**src/rtl/add_pkg.sv**
```systemverilog
`default_nettype none
// ============================================================================
// Module      : add_pkg
// Description : Shared definitions for the adder operand loader: default beat
//               and operand widths, loader FSM state encoding and a helper
//               for sizing the beat counter.
// Revision    : 1.0 - initial release
// ============================================================================
package add_pkg;

  // Default width of one input beat
  localparam int c_WORD_W_DEFAULT    = 32;
  // Default width of each assembled operand
  localparam int c_OPERAND_W_DEFAULT = 128;

  // Loader FSM: fill A, fill B, then hold the complete set for the adder
  typedef enum logic [1:0] {
    LOAD_A  = 2'd0,
    LOAD_B  = 2'd1,
    PRESENT = 2'd2
  } load_state_t;

  // Beat counter width; a single-beat operand still needs a 1-bit counter
  function automatic int cnt_width(input int n);
    return (n > 1) ? $clog2(n) : 1;
  endfunction

endpackage
`default_nettype wire

```
**src/rtl/add_operand_loader.sv**
```systemverilog
`default_nettype none
// ============================================================================
// Module      : add_operand_loader
// Description : Assembles two wide adder operands (a, b) and a carry-in from
//               a stream of narrow beats, LSW first: N beats into a, then N
//               beats into b, carry taken from the final beat. The complete
//               set is held on a/b/c_in with out_valid until out_ready.
//               Optional macro ADD_OPERAND_LOADER_DBLBUF_EN adds a shadow set
//               so the next operands stream in while the current set is
//               presented, and a full shadow is swapped in with no gap cycle.
// Revision    : 1.0 - initial release
// ============================================================================
module add_operand_loader
  import add_pkg::*;
#(
  parameter int WORD_W    = c_WORD_W_DEFAULT,
  parameter int OPERAND_W = c_OPERAND_W_DEFAULT
) (
  input  logic                 clk,
  input  logic                 rst_n,
  input  logic [WORD_W-1:0]    in_data,
  input  logic                 in_cin,
  input  logic                 in_valid,
  output logic                 in_ready,
  output logic [OPERAND_W-1:0] a,
  output logic [OPERAND_W-1:0] b,
  output logic                 c_in,
  output logic                 out_valid,
  input  logic                 out_ready
);

  // Beats per operand and the counter that indexes them
  localparam int               N      = OPERAND_W / WORD_W;
  localparam int               CNT_W  = cnt_width(N);
  localparam logic [CNT_W-1:0] C_LAST = CNT_W'(N - 1);
  localparam logic [CNT_W-1:0] C_ONE  = CNT_W'(1);

  // Presented set and loader state
  load_state_t              r_state;
  logic [CNT_W-1:0]         r_cnt;
  logic [N-1:0][WORD_W-1:0] r_a;
  logic [N-1:0][WORD_W-1:0] r_b;
  logic                     r_cin;
  logic                     r_out_valid;
  logic                     r_in_ready;

  logic                     w_accept;

  assign w_accept  = in_valid && r_in_ready;

  assign a         = r_a;
  assign b         = r_b;
  assign c_in      = r_cin;
  assign out_valid = r_out_valid;
  assign in_ready  = r_in_ready;

`ifdef ADD_OPERAND_LOADER_DBLBUF_EN
  // Shadow set, filled only while the main set is being presented. Its fill
  // progress reuses the loader state encoding: PRESENT means "shadow full".
  load_state_t              r_sh_state;
  logic [CNT_W-1:0]         r_sh_cnt;
  logic [N-1:0][WORD_W-1:0] r_sh_a;
  logic [N-1:0][WORD_W-1:0] r_sh_b;
  logic                     r_sh_cin;

  // Shadow contents including any beat accepted this cycle, so a transfer
  // on out_ready never drops the beat arriving alongside it.
  load_state_t              w_sh_state;
  logic [CNT_W-1:0]         w_sh_cnt;
  logic [N-1:0][WORD_W-1:0] w_sh_a;
  logic [N-1:0][WORD_W-1:0] w_sh_b;
  logic                     w_sh_cin;
  logic                     w_sh_accept;
  logic                     w_sh_empty;

  assign w_sh_accept = w_accept && (r_state == PRESENT);
  assign w_sh_empty  = (w_sh_state == LOAD_A) && (w_sh_cnt == '0);

  // Next shadow contents after this cycle's (optional) beat
  always_comb begin
    w_sh_state = r_sh_state;
    w_sh_cnt   = r_sh_cnt;
    w_sh_a     = r_sh_a;
    w_sh_b     = r_sh_b;
    w_sh_cin   = r_sh_cin;
    if (w_sh_accept) begin
      case (r_sh_state)
        LOAD_A: begin
          w_sh_a[r_sh_cnt] = in_data;
          if (r_sh_cnt == C_LAST) begin
            w_sh_cnt   = '0;
            w_sh_state = LOAD_B;
          end else begin
            w_sh_cnt = r_sh_cnt + C_ONE;
          end
        end
        LOAD_B: begin
          w_sh_b[r_sh_cnt] = in_data;
          if (r_sh_cnt == C_LAST) begin
            w_sh_cnt   = '0;
            w_sh_cin   = in_cin;
            w_sh_state = PRESENT;
          end else begin
            w_sh_cnt = r_sh_cnt + C_ONE;
          end
        end
        default: begin
          w_sh_state = r_sh_state;
        end
      endcase
    end
  end
`endif

  // Loader FSM: beat capture, set presentation and handshake outputs
  always_ff @(posedge clk or negedge rst_n) begin
    if (!rst_n) begin
      r_state     <= LOAD_A;
      r_cnt       <= '0;
      r_a         <= '0;
      r_b         <= '0;
      r_cin       <= 1'b0;
      r_out_valid <= 1'b0;
      r_in_ready  <= 1'b0;
`ifdef ADD_OPERAND_LOADER_DBLBUF_EN
      r_sh_state  <= LOAD_A;
      r_sh_cnt    <= '0;
      r_sh_a      <= '0;
      r_sh_b      <= '0;
      r_sh_cin    <= 1'b0;
`endif
    end else begin
      case (r_state)
        LOAD_A: begin
          // First beat after reset release is only enabled here
          r_in_ready <= 1'b1;
          if (w_accept) begin
            r_a[r_cnt] <= in_data;
            if (r_cnt == C_LAST) begin
              r_cnt   <= '0;
              r_state <= LOAD_B;
            end else begin
              r_cnt <= r_cnt + C_ONE;
            end
          end
        end

        LOAD_B: begin
          if (w_accept) begin
            r_b[r_cnt] <= in_data;
            if (r_cnt == C_LAST) begin
              // Last beat: latch carry and present on the next cycle
              r_cnt       <= '0;
              r_cin       <= in_cin;
              r_state     <= PRESENT;
              r_out_valid <= 1'b1;
`ifdef ADD_OPERAND_LOADER_DBLBUF_EN
              r_in_ready  <= 1'b1;
`else
              r_in_ready  <= 1'b0;
`endif
            end else begin
              r_cnt <= r_cnt + C_ONE;
            end
          end
        end

        PRESENT: begin
`ifdef ADD_OPERAND_LOADER_DBLBUF_EN
          if (out_ready) begin
            if (w_sh_state == PRESENT) begin
              // Full shadow: swap it in and keep presenting without a gap
              r_a         <= w_sh_a;
              r_b         <= w_sh_b;
              r_cin       <= w_sh_cin;
              r_out_valid <= 1'b1;
            end else begin
              // Partial shadow: hand its progress to the main loader
              if (!w_sh_empty) begin
                r_a <= w_sh_a;
                r_b <= w_sh_b;
              end
              r_state     <= w_sh_state;
              r_cnt       <= w_sh_cnt;
              r_out_valid <= 1'b0;
            end
            r_sh_state <= LOAD_A;
            r_sh_cnt   <= '0;
            r_in_ready <= 1'b1;
          end else begin
            r_sh_state <= w_sh_state;
            r_sh_cnt   <= w_sh_cnt;
            r_sh_a     <= w_sh_a;
            r_sh_b     <= w_sh_b;
            r_sh_cin   <= w_sh_cin;
            r_in_ready <= (w_sh_state != PRESENT);
          end
`else
          // Hold the set until the consumer takes the result
          if (out_ready) begin
            r_state     <= LOAD_A;
            r_out_valid <= 1'b0;
            r_in_ready  <= 1'b1;
          end
`endif
        end

        default: begin
          r_state     <= LOAD_A;
          r_cnt       <= '0;
          r_out_valid <= 1'b0;
          r_in_ready  <= 1'b0;
        end
      endcase
    end
  end

endmodule
`default_nettype wire

```
**config.mk**
```make
export PLATFORM = sky130hd
export DESIGN_NAME = add_operand_loader
export DESIGN_NICKNAME = d
export VERILOG_FILES = /design/src/rtl/add_pkg.sv /design/src/rtl/add_operand_loader.sv
export SDC_FILE = /design/constraint.sdc
export NUM_CORES = 1
export LEC_CHECK = 0
export ABC_CLOCK_PERIOD_IN_PS = 3530
export CAP_MARGIN = 5
export CORE_AREA = 4 4 149 151
export CTS_BUF_LIST = sky130_fd_sc_hd__clkbuf_2 sky130_fd_sc_hd__clkbuf_4 sky130_fd_sc_hd__clkbuf_8
export CTS_CLUSTER_SIZE = 20
export DETAILED_ROUTE_END_ITERATION = 7
export DIE_AREA = 0 0 153 155
export HOLD_SLACK_MARGIN = 0.02
export PLACE_DENSITY = 0.92
export RECOVER_POWER = 100
export SLEW_MARGIN = 0
export SYNTH_ARGS = -nofsm -noshare
export SYNTH_HDL_FRONTEND = slang
export SYNTH_SLANG_ARGS = --single-unit
```
**constraint.sdc**
```tcl
create_clock -name clk -period 3.53 [get_ports clk]
set_input_delay 0.5295 -clock clk [delete_from_list [all_inputs] [get_ports clk]]
set_output_delay 0.5295 -clock clk [all_outputs]
set_load 0.1 [all_outputs]
```
==> results of run 1 <==
==> metrics by stage <==
stage               worst slack, ns  std cells
finish                        0.495       1217
detailed placement            0.760       1139
floorplan                      1.32        584
global route                  0.365       1217
CTS                           0.758       1217
global placement              0.825       1139
==> sequential cells by signal, summed over array words and instances, names as in the netlist <==
name	count
b	128
c_in	1
r_state	2
a	128
r_cnt	2
out_valid	1
in_ready	1
==> worst paths after layout <==
kind,start,to,slack [ns],cells after the start
max,r_cnt[1]$_DFFE_PN0P_,b[33]$_DFFE_PN0P_,0.50,6
min,out_valid$_DFFE_PN0P_,out_valid$_DFFE_PN0P_,0.47,1
max reg2reg,r_cnt[1]$_DFFE_PN0P_,b[33]$_DFFE_PN0P_,0.50,6
min reg2reg,out_valid$_DFFE_PN0P_,out_valid$_DFFE_PN0P_,0.47,1
max in group asynchronous,rst_n,a[74]$_DFFE_PN0P_,1.05,2
min in group asynchronous,rst_n,c_in$_DFFE_PN0P_,0.67,1
==> routing by layer <==
layer	GRT usage	vias to the layer above
met5	0	-
met4	0.0891	0
met3	0.0762	62
met2	0.404	250
met1	0.272	3252
li1	-	2735
==> area by class of cell <==
type / count / area (um2) / share of cell area
timing repair buffer: 307 / 3080 / 0.217
clock inverter: 5 / 36.3 / 0.00256
tap: 275 / 344 / 0.0243
multi-input combinational: 291 / 3170 / 0.224
clock buffer: 73 / 936 / 0.0661
sequential: 263 / 6580 / 0.465
inverter: 3 / 11.3 / 0.000795
==> kinds of logic (layout without fill, tap and decap cells) <==
family                     Yosys count  count (layout)  synth area share
AOI/OAI and AO/OA                    9               9           0.00581
and+or+nand+nor                     19              19            0.0156
xor gates and xnor gates             1               1          0.000847
adders and majority gates            4               4           0.00484
DFF                                263             263             0.636
buffers and inverters               30             388            0.0235
muxes                              258             258             0.313
==> synth_stat cells, drive strengths merged <==
library cell  count
o21bai            1
nand3             7
dfrtp           263
a21oi             1
nor2              7
o21ai             2
nor3              1
nand2             1
inv               3
and2              1
a21boi            1
a32o              1
buf              27
mux2            257
xor2              1
nand2b            2
a21o              1
ha                4
mux2i             1
o22ai             2
==> metrics, run 1 <==
CP endpoint kind flop; GP Congestion 0.753; CP Launch Type flop; register area share after synthesis 0.636; Cell Area, Placed 0.0136 mm2; fin nets between 900 and 1000; Netlist Area Pre-Place 0.0103 mm2; DRT met1 WL 10500 um; CTS H-tree lvls 2; Worst EP required 3.93 ns; DR WL/cell 22.8 um; largest net degree at the start of global routing 90; Initial DRT Pass Iterations 4; design area 0.0142 mm2; Num CTS Buffers 44; # fillers 1470; met3 wire len approximately 2100 um; Post-CTS Setup Inserts 0; most common cell after layout, fill and taps aside dfrtp_1; max incr delay on CP 1.09 ns; Seq cells post-synth about 260; crit path DAT approximately 3.4 ns; most frequent cells in the layout dfrtp_1, dlygate4sd3_1, mux2_2; outcome complete, but fails checks; die area between 0.02 and 0.025 mm2; fin. max-slew vios 112; CP max FO 14; Hold WC Path Type reg2reg; worst slew pin tran approximately 2.3 ns; Clock transition at path regs 0.06 ns; overall global routing resource usage 0.233; total gr overflow 0; antenna viol nets, final 0; Clock Path Buffers 3; Setup Skew ~0.010 ns; routed wire length 27700 um; cells along the critical path inv_1 -> ha_1 -> nand3_1 -> nor2_1 -> clkbuf_2 -> mux2_2; Fin. Hold Viols 0; n_diodes 0; port bufs roughly 300; top-area cell type share of the netlist area 0.636; syn nets 625; DR WL met2 14100 um; first-pass GRT wire length between 40000 and 50000 um; Iter 0 DRT Violations 210; Post-DP HPWL about 19000 um; Worst-Skew Late Latency 0.54 ns; Core Rows 53; Netlist cell types 28; Placeable Area 0.0208 mm2; initial core utilization 0.497; Final period util 0.860; DIE HEIGHT 155 um; Setup violations, final 0; failing checks capacitance limit, slew limit; Yosys warning count 0; P&R area growth vs syn 36.8%; clock sinks around 260; post-route DRC violation count 0; syn_area_per_cell roughly 18 um2; Post-CTS Resized 0; total vias in the final route 6299; RSZ-0062 raised after global routing false; vias per cell 5.18; MaxCap Viol Count 3; vias in the first global route 7098; Top-Level Pins 296; Clk Tree Root Cell clkbuf_8; layout cells sized above 1 0.266; min Tclk post-route 3.03 ns; Bufs and invs on worst path 2; uppermost layer routed met4; area leader, netlist dfrtp_1; CP Class reg2reg; Max Clk Rate 330 MHz; top post-synthesis cells by area dfrtp_1, mux2_2, mux2_4, buf_4, buf_6; Util after Layout 0.680; CTS tree done; Max-slew headroom -0.563; die span in x 153 um; Synth Instances ~580; initial antenna violation count 0; CP delay by family, top simple AND/OR/NAND/NOR gates; hold slack about 0.47 ns; Slowest cell on crit path nor2_1; final setup TNS 0 ns; Hold Buf Count CTS 0
Power of run 1 is not shown: default switching activity piles up to over one toggle a cycle in this logic, so the estimate is an artifact.
==> run 2: changes to the inputs <==
RECOVER_POWER = 25   (was 100)
==> metrics, run 2 (synthesis results as in run 1) <==
CP max FO 8; Max Clk Rate 363 MHz; setup slack, reg-to-reg 1.31 ns; Max-slew headroom -0.577; routed wire length about 28000 um; CP Launch Type flop; worst slew pin tran 2.37 ns; fin nets 951; post-route DRC violation count 0; Post-CTS Resized 0; Util after Layout 0.699; # fillers 1363; Slowest cell on crit path clkdlybuf4s50_1; CTS H-tree lvls 2; vias in the first global route 7098; layout cells sized above 1 0.372; largest net degree at the start of global routing 90; final setup TNS 0 ns; die area 0.0237 mm2; total gr overflow 0; most common cell after layout, fill and taps aside clkdlybuf4s50_1; max incr delay on CP 1.23 ns; port bufs 295; Clock Path Buffers 3; Num CTS Buffers 44; Fin. Hold Viols 0; failing checks capacitance limit, slew limit; CTS tree done; Clk Tree Root Cell clkbuf_8; n_diodes 0; CP delay by family, top buffers and inverters; Final period util 0.780; Clock transition at path regs 0.06 ns; Worst-Skew Late Latency 0.54 ns; clock sinks 263; CP Class reg2out; Setup violations, final 0; CP endpoint kind primary output; RSZ-0062 raised after global routing false; overall global routing resource usage 0.233; Hold Buf Count CTS 0; DR WL/cell 22.9 um; cells along the critical path clkdlybuf4s50_1; DR WL met2 14200 um; initial antenna violation count 0; initial core utilization 0.497; Bufs and invs on worst path 1; antenna viol nets, final 0; first-pass GRT wire length roughly 43000 um; Post-DP HPWL 18600 um; Worst EP required 3.00 ns; vias per cell 5.17; most frequent cells in the layout clkdlybuf4s50_1, dfrtp_1, mux2_2; fin. max-slew vios roughly 90; total vias in the final route 6289; Initial DRT Pass Iterations 4; GP Congestion 0.753; MaxCap Viol Count 1; min Tclk post-route 2.75 ns; DRT met1 WL 10600 um; Top-Level Pins 296; DIE HEIGHT ~160 um; uppermost layer routed met4; die span in x between 150 and 200 um; Placeable Area 0.0208 mm2; crit path DAT 2.22 ns; P&R area growth vs syn 40.6%; Iter 0 DRT Violations 224; Core Rows 53; Post-CTS Setup Inserts 0; Hold WC Path Type reg2reg; outcome complete, but fails checks; met3 wire len 2070 um; Setup Skew 0.0132 ns
-- run 2: changes by cell type in the layout (fill, tap and decap cells not counted), moves of 3 or more --
cell and delta:
nor2_1 -4, dlygate4sd3_1 -260, mux2_1 -89, clkbuf_1 -5, mux2_2 +3, clkdlybuf4s50_1 +260, buf_4 +6, nor2_4 +4
mux2_4 +86
-- run 2: path summary, 6_finish.rpt --
| kind | start | to | depth (start not counted) |
|---|---|---|---|
| max in group asynchronous | rst_n | a[70]$_DFFE_PN0P_ | 2 |
| worst min-delay path | out_valid$_DFFE_PN0P_ | out_valid$_DFFE_PN0P_ | 1 |
| worst max register to register | r_cnt[0]$_DFFE_PN0P_ | b[110]$_DFFE_PN0P_ | 5 |
| worst min register to register | out_valid$_DFFE_PN0P_ | out_valid$_DFFE_PN0P_ | 1 |
| min in group asynchronous | rst_n | c_in$_DFFE_PN0P_ | 1 |
| worst max-delay path | in_ready$_DFFE_PN0P_ | in_ready | 1 |
-- run 2: cell type report --
type / count / area, um2 / share of cell area
Sequential cell: 263 / 6580 / 0.452
Clock buffer: 73 / 936 / 0.0643
Tap cell: 275 / 344 / 0.0236
Inverter: 3 / 11.3 / 0.000774
Multi-Input combinational cell: 291 / 3540 / 0.244
Clock inverter: 5 / 36.3 / 0.00249
Timing Repair Buffer: 307 / 3100 / 0.213
-- run 2: layer usage --
layer,GRT usage,vias up
li1,-,2725
met1,0.272,3269
met2,0.404,237
met3,0.0762,58
met4,0.0891,0
met5,0,-
-- run 2: worst reg2reg max path, delay by kind of cell, from the launching register on --
family	cells	cell delay, ns
fa+ha+maj	1	0.31
buf+inv	1	0.27
flops	1	0.44
mux	1	0.38
simple gates	2	0.71
-- run 2: stage by stage --
stage / hold slack [ns] / instances / instance area (um2) / setup WS, ns
4_1_cts: 0.0280 / 1217 / 14600 / 0.758
3_5_place_dp: 0.469 / 1139 / 13600 / 0.760
5_1_grt: 0.510 / 1217 / 14600 / 0.518
3_3_place_gp: 0.466 / 1139 / 13600 / 0.825
2_1_floorplan: 0.234 / 584 / 10300 / 1.32
6_report: 0.480 / 1217 / 14600 / 0.776
Power of run 2 is left out for the same reason.
